--- src/rtl/multicycle_core.sv ---
// Multi-cycle RV32I/RV64I subset core (ADDI/ADD/SUB/LUI/AUIPC/JAL/JALR/EBREAK) with FETCH/EXEC/HALT/TRAP FSM.
// Latency: 2 cycles per instruction minimum; FETCH holds imem_req and a stable imem_addr until imem_valid.
module multicycle_core #(
    parameter int               XLEN     = 64,
    parameter int               NREGS    = 32,
    parameter logic [XLEN-1:0]  RESET_PC = 'h8000_0000
) (
    input  logic             clk,
    input  logic             rst,
    output logic             imem_req,
    output logic [XLEN-1:0]  imem_addr,
    input  logic             imem_valid,
    input  logic [31:0]      imem_rdata,
    output logic             retire,
    output logic [XLEN-1:0]  retire_pc,
    output logic [63:0]      instret,
    output logic             halted,
    output logic             trap
);

    localparam int RW = (NREGS == 16) ? 4 : 5;

    localparam logic [6:0]  OPC_OPIMM  = 7'b0010011;
    localparam logic [6:0]  OPC_OP     = 7'b0110011;
    localparam logic [6:0]  OPC_LUI    = 7'b0110111;
    localparam logic [6:0]  OPC_AUIPC  = 7'b0010111;
    localparam logic [6:0]  OPC_JAL    = 7'b1101111;
    localparam logic [6:0]  OPC_JALR   = 7'b1100111;
    localparam logic [31:0] INSN_EBREAK = 32'h0010_0073;

    typedef enum logic [1:0] {
        S_FETCH = 2'd0,
        S_EXEC  = 2'd1,
        S_HALT  = 2'd2,
        S_TRAP  = 2'd3
    } state_t;

    state_t            state_q, state_d;
    logic [XLEN-1:0]   pc_q, pc_d;
    logic [31:0]       ir_q, ir_d;
    logic [63:0]       instret_q, instret_d;
    logic [XLEN-1:0]   regs_q [NREGS];

    logic [6:0]        opcode;
    logic [4:0]        rd, rs1, rs2;
    logic [2:0]        funct3;
    logic [6:0]        funct7;
    logic [XLEN-1:0]   i_imm, u_imm, j_imm;
    logic [XLEN-1:0]   rs1_val, rs2_val;
    logic [XLEN-1:0]   pc_plus4, jalr_sum;

    logic              legal, reg_ok, illegal, misaligned;
    logic              uses_rd, uses_rs1, uses_rs2;
    logic              is_jump, is_ebreak;
    logic [XLEN-1:0]   result, target;

    logic              rf_we;
    logic [4:0]        rf_waddr;
    logic [XLEN-1:0]   rf_wdata;

    assign opcode = ir_q[6:0];
    assign rd     = ir_q[11:7];
    assign funct3 = ir_q[14:12];
    assign rs1    = ir_q[19:15];
    assign rs2    = ir_q[24:20];
    assign funct7 = ir_q[31:25];

    assign i_imm = XLEN'($signed(ir_q[31:20]));
    assign u_imm = XLEN'($signed({ir_q[31:12], 12'b0}));
    assign j_imm = XLEN'($signed({ir_q[31], ir_q[19:12], ir_q[20], ir_q[30:21], 1'b0}));

    assign rs1_val  = (rs1 == 5'd0) ? '0 : regs_q[rs1[RW-1:0]];
    assign rs2_val  = (rs2 == 5'd0) ? '0 : regs_q[rs2[RW-1:0]];
    assign pc_plus4 = pc_q + XLEN'(4);
    assign jalr_sum = rs1_val + i_imm;

    // Decode and execute; register indices only matter for the fields an instruction actually uses.
    always_comb begin
        legal     = 1'b0;
        uses_rd   = 1'b0;
        uses_rs1  = 1'b0;
        uses_rs2  = 1'b0;
        is_jump   = 1'b0;
        is_ebreak = 1'b0;
        result    = '0;
        target    = pc_plus4;
        case (opcode)
            OPC_OPIMM: begin
                if (funct3 == 3'b000) begin
                    legal    = 1'b1;
                    uses_rd  = 1'b1;
                    uses_rs1 = 1'b1;
                    result   = rs1_val + i_imm;
                end
            end
            OPC_OP: begin
                if (funct3 == 3'b000 && (funct7 == 7'h00 || funct7 == 7'h20)) begin
                    legal    = 1'b1;
                    uses_rd  = 1'b1;
                    uses_rs1 = 1'b1;
                    uses_rs2 = 1'b1;
                    result   = funct7[5] ? (rs1_val - rs2_val) : (rs1_val + rs2_val);
                end
            end
            OPC_LUI: begin
                legal   = 1'b1;
                uses_rd = 1'b1;
                result  = u_imm;
            end
            OPC_AUIPC: begin
                legal   = 1'b1;
                uses_rd = 1'b1;
                result  = pc_q + u_imm;
            end
            OPC_JAL: begin
                legal   = 1'b1;
                uses_rd = 1'b1;
                is_jump = 1'b1;
                result  = pc_plus4;
                target  = pc_q + j_imm;
            end
            OPC_JALR: begin
                if (funct3 == 3'b000) begin
                    legal    = 1'b1;
                    uses_rd  = 1'b1;
                    uses_rs1 = 1'b1;
                    is_jump  = 1'b1;
                    result   = pc_plus4;
                    target   = {jalr_sum[XLEN-1:1], 1'b0};
                end
            end
            default: begin
                if (ir_q == INSN_EBREAK) begin
                    legal     = 1'b1;
                    is_ebreak = 1'b1;
                end
            end
        endcase

        reg_ok = (NREGS == 32) ||
                 !((uses_rd && rd[4]) || (uses_rs1 && rs1[4]) || (uses_rs2 && rs2[4]));
        illegal    = !legal || !reg_ok;
        misaligned = is_jump && target[1];
    end

    always_comb begin
        state_d   = state_q;
        pc_d      = pc_q;
        ir_d      = ir_q;
        instret_d = instret_q;
        rf_we     = 1'b0;
        rf_waddr  = rd;
        rf_wdata  = result;
        case (state_q)
            S_FETCH: begin
                if (imem_valid) begin
                    ir_d    = imem_rdata;
                    state_d = S_EXEC;
                end
            end
            S_EXEC: begin
                // A faulting instruction leaves pc, rd and instret untouched.
                if (illegal || misaligned) begin
                    state_d = S_TRAP;
                end else begin
                    rf_we     = uses_rd;
                    pc_d      = target;
                    instret_d = instret_q + 64'd1;
                    state_d   = is_ebreak ? S_HALT : S_FETCH;
                end
            end
            S_HALT:  state_d = S_HALT;
            default: state_d = S_TRAP;
        endcase
    end

    always_ff @(posedge clk) begin
        if (rst) begin
            state_q   <= S_FETCH;
            pc_q      <= RESET_PC;
            ir_q      <= '0;
            instret_q <= '0;
        end else begin
            state_q   <= state_d;
            pc_q      <= pc_d;
            ir_q      <= ir_d;
            instret_q <= instret_d;
        end
    end

    always_ff @(posedge clk) begin
        if (rst) begin
            for (int i = 0; i < NREGS; i++) begin
                regs_q[i] <= '0;
            end
        end else if (rf_we && rf_waddr != 5'd0) begin
            regs_q[rf_waddr[RW-1:0]] <= rf_wdata;
        end
    end

    assign imem_req  = (state_q == S_FETCH);
    assign imem_addr = pc_q;
    assign retire    = (state_q == S_EXEC) && !illegal && !misaligned;
    assign retire_pc = pc_q;
    assign instret   = instret_q;
    assign halted    = (state_q == S_HALT);
    assign trap      = (state_q == S_TRAP);

endmodule
--- config.mk ---
export PLATFORM = sky130hd
export DESIGN_NAME = multicycle_core
export DESIGN_NICKNAME = d
export VERILOG_FILES = /design/src/rtl/multicycle_core.sv
export SDC_FILE = /design/constraint.sdc
export NUM_CORES = 2
export LEC_CHECK = 0
export BUFFER_PORTS_ARGS = -buffer_cell sky130_fd_sc_hd__buf_2
export CORE_UTILIZATION = 36
export DETAILED_ROUTE_END_ITERATION = 8
export PLACE_DENSITY = 0.51
export SYNTH_ARGS = -nofsm -noshare
export SYNTH_HDL_FRONTEND = slang
export SYNTH_SLANG_ARGS = --single-unit
--- constraint.sdc ---
create_clock -name clk -period 11.3 [get_ports clk]
set_input_delay 1.13 -clock clk [delete_from_list [all_inputs] [get_ports clk]]
set_output_delay 1.13 -clock clk [all_outputs]
set_load 0.005 [all_outputs]
==> impl_metrics.env <==
export IMPL_outcome="complete, but fails checks"
export IMPL_violations="capacitance limit, slew limit"
export IMPL_seq_area_sq_um=65000
export IMPL_leakagePower_nw=48.2
export IMPL_grt_remaining_overflow=0
export IMPL_rr_endpoint="regs_q[16][62]$_SDFFCE_PN0P_"
export IMPL_multi_input_area_sq_um=60000
export IMPL_postCtsSetupBuffers=0
export IMPL_antenna_found_initial=27
export IMPL_cts_sinks=2219
export IMPL_max_cap_violations=1
export IMPL_via_per_inst=6.61
export IMPL_final_core_util=0.406
export IMPL_max_freq_mhz=89.2
export IMPL_drtIter0Drc=17000
export IMPL_worstHoldPathCells=3
export IMPL_cp_start_kind="flop"
export IMPL_path_class="reg2reg"
export IMPL_r2r_cells=25
export IMPL_ir_drop_uv=144
export IMPL_seq_area_frac_synth=0.506
export IMPL_place_gp_congestion=0.965
export IMPL_place_area_sq_um=135000
export IMPL_cts_tree="done"
export IMPL_grt_max_degree=164
export IMPL_p_total_mw=22.0
export IMPL_slowest_delay_ps=1220
export IMPL_start_util=0.363
export IMPL_hpwl_um=369000
export IMPL_timing_rr_start="ir_q[21]$_SDFFE_PP0P_"
export IMPL_synth_area_leaders="edfxtp_1 (48%), mux4_2 (19%), nor2_1 (7.0%), dfxtp_1 (2.7%), mux2i_1 (2.4%)"
export IMPL_path_max_fanout=31
export IMPL_worstPathBufferInverterCount=2
export IMPL_drt_wirelength_per_cell_um=38.6
export IMPL_drv_slew=6
export IMPL_grt_pass1_vias=96000
export IMPL_hold_viol_final=0
export IMPL_drt_wl_total_um=587000
export IMPL_yosys_area_top_type="edfxtp_1"
export IMPL_syn_to_final_growth_pct=11.9
export IMPL_fin_crit_sh=0.993
export IMPL_worst_skew_pair_late_latency_ps=990
export IMPL_die_y_um=599
export IMPL_relSlewSlack=-0.0298
export IMPL_cp_data_arrival_time_ps=11980
export IMPL_ys_types=102
export IMPL_cts_root_buffer="clkbuf_16"
export IMPL_ctsResizeCount=0
export IMPL_drc=0
export IMPL_fin_crit_ps=11220
export IMPL_die_area_sq_um=358000
export IMPL_worstMarginPinSlew_ps=1540
export IMPL_grt_pass1_wl_um=797000
export IMPL_cp_required_ps=12060
export IMPL_ioPinCount=231
export IMPL_vias=101000
export IMPL_power_density_nw_per_um2=153
export IMPL_cts_hold_buf=0
export IMPL_portBuffers=228
export IMPL_finalSetupViolCount=0
export IMPL_fillers=32900
export IMPL_rows=218
export IMPL_fin_nets=10500
export IMPL_clkTransAtPathRegs_ps=60
export IMPL_syn_area_per_cell_sq_um=12.3
export IMPL_synth_cells=10400
export IMPL_coreArea_sq_um=353000
export IMPL_grtUsageTotal=0.320
export IMPL_fin_area_sq_um=144000
export IMPL_dr_pass1_iters=9
export IMPL_hold_start="imem_rdata[10]"
export IMPL_endpoint_kind="flop"
export IMPL_ys_ff_latch=2219
export IMPL_hold_end="ir_q[10]$_SDFFE_PP0P_"
export IMPL_ys_warn_count=0
export IMPL_pre_cts_ws_ps=979
export IMPL_synth_area_sq_um=128000
export IMPL_fp_dieW_um=599
export IMPL_drive_gt1_frac=0.218
export IMPL_synth_edf_count=2048
export IMPL_r2r_setup_slack_ps=80
export IMPL_yosysTopAreaCellShare=0.480
export IMPL_fin_tns_setup_ps=0
export IMPL_cts_made_buffers=240
export IMPL_cts_htree_levels=4
export IMPL_clock_path_buffers=4
export IMPL_fin_skew_ps=85.4
export IMPL_cp_top_family="compound AO/OA/AOI/OAI gates"
export IMPL_rsz0062_at_grt="no"
export IMPL_hold_path_class="in2reg"
export IMPL_synth_flop_cell="edfxtp_1"
export IMPL_async_reset_ff_frac=0
export IMPL_crit_path_top_delay_cell="a21boi_1"
export IMPL_antenna_left=0
export IMPL_setup_ws_ps=84.7
[stage by stage]
step	std cells	hold WS [ps]
finish	15200	404
global route	15200	402
CTS	15200	342
detailed placement	14800	472
global placement	14800	465
floorplan	10500	444
[power by group]
part | leakage, nW | total (mW) | internal (mW) | switching [mW]
Combinational | 21.8 | 4.25 | 1.46 | 2.79
Sequential | 22.5 | 9.45 | 9.22 | 0.224
Clock | 3.89 | 8.29 | 4.66 | 3.63
Total | 48.2 | 22.0 | 15.3 | 6.64
[synthesized netlist by cell type (71+ instances only)]
master,count
a21o_1,170
a21oi_1,426
a22oi_1,139
a31oi_1,76
and3_1,71
buf_2,88
buf_4,114
clkbuf_1,741
dfxtp_1,171
edfxtp_1,2048
ha_1,206
inv_1,72
mux2i_1,313
mux4_2,1066
nand2_1,494
nand3_1,134
nor2_1,2385
nor3_1,108
o21ai_0,232
xnor2_1,205
xor2_1,177
[metal layers]
metal | part of all wire | vias to the layer above | track usage | routed length [um]
li1 | - | 39100 | - | -
met1 | 0.37 | 51800 | 0.412 | 215000
met2 | 0.44 | 7994 | 0.489 | 259000
met3 | 0.13 | 1685 | 0.0889 | 75500
met4 | 0.063 | 24 | 0.171 | 36800
met5 | 0.00031 | - | 0 | 180
[worst min-delay path, cell delays in order]
cell and delay, ps:
buf_2 100, nand2_1 50, a21oi_1 50
[cell type report]
type	instances	area share
inverters	75	0.00198
clock inverters	157	0.0120
multi-input cells	7141	0.418
clock buffers	288	0.0437
repair buffers	606	0.0303
well taps	4730	0.0412
diodes	14	0.000244
flip-flops and latches	2219	0.453
[how the worst max path moves through the flow]
stage          depth (start not counted)             startpoint                           end  slack, ps
2_1_floorplan                         19                   flop   regs_q[13][0]$_SDFFCE_PN0P_       3890
3_3_place_gp                          25  ir_q[21]$_SDFFE_PP0P_  regs_q[28][58]$_SDFFCE_PN0P_        930
3_5_place_dp                          25  ir_q[21]$_SDFFE_PP0P_  regs_q[16][58]$_SDFFCE_PN0P_        980
4_1_cts                               25  ir_q[21]$_SDFFE_PP0P_  regs_q[31][62]$_SDFFCE_PN0P_        880
5_1_grt                               25  ir_q[21]$_SDFFE_PP0P_  regs_q[17][62]$_SDFFCE_PN0P_        310
6_report                              25  ir_q[21]$_SDFFE_PP0P_  regs_q[16][62]$_SDFFCE_PN0P_         80
[layout by cell type (no fill, tap or decap), drive strengths merged, types with 23 or more instances in the layout]
cell type and count:
nor2 2387, and3 71, o21ai 240, a22oi 139, nand2 495, ha 206, dfxtp 171, buf 606
mux2 34, mux4 1066, conb 66, nor3 110, nand4 71, a31oi 76, xnor2 205, edfxtp 2048
a21o 170, nor2b 38, o22ai 62, and4 31, nand2b 63, a211oi 38, mux2i 313, a21oi 426
clkinv 111, o21bai 56, xor2 177, a221oi 59, nor4 23, and2 29, o211ai 25, nand3 135
o21a 23, clkbuf 288, o221ai 43, or3 34, inv 79, bufinv 31
[sequential cells by signal (all words and copies together) (netlist names), named ones only]
register,cells
regs_q,2048
instret,64
imem_addr,63
ir_q,32
state_q,2
[kinds of logic (layout without fill, tap and decap cells)]
group / count (synthesis) / after routing / synth area share
AND/OR/NAND/NOR: 3544 / 3544 / 0.116
buffers and inverters: 1102 / 1126 / 0.0377
multiplexers: 1413 / 1413 / 0.215
AO/OA/AOI/OAI: 1525 / 1525 / 0.0780
XOR/XNOR: 383 / 383 / 0.0263
flip-flops: 2219 / 2219 / 0.506
adder cells (fa/ha/maj): 210 / 210 / 0.0207
other: 1 / 80 / 0.0000293
Note: power is estimated with default switching activity, not from simulation.
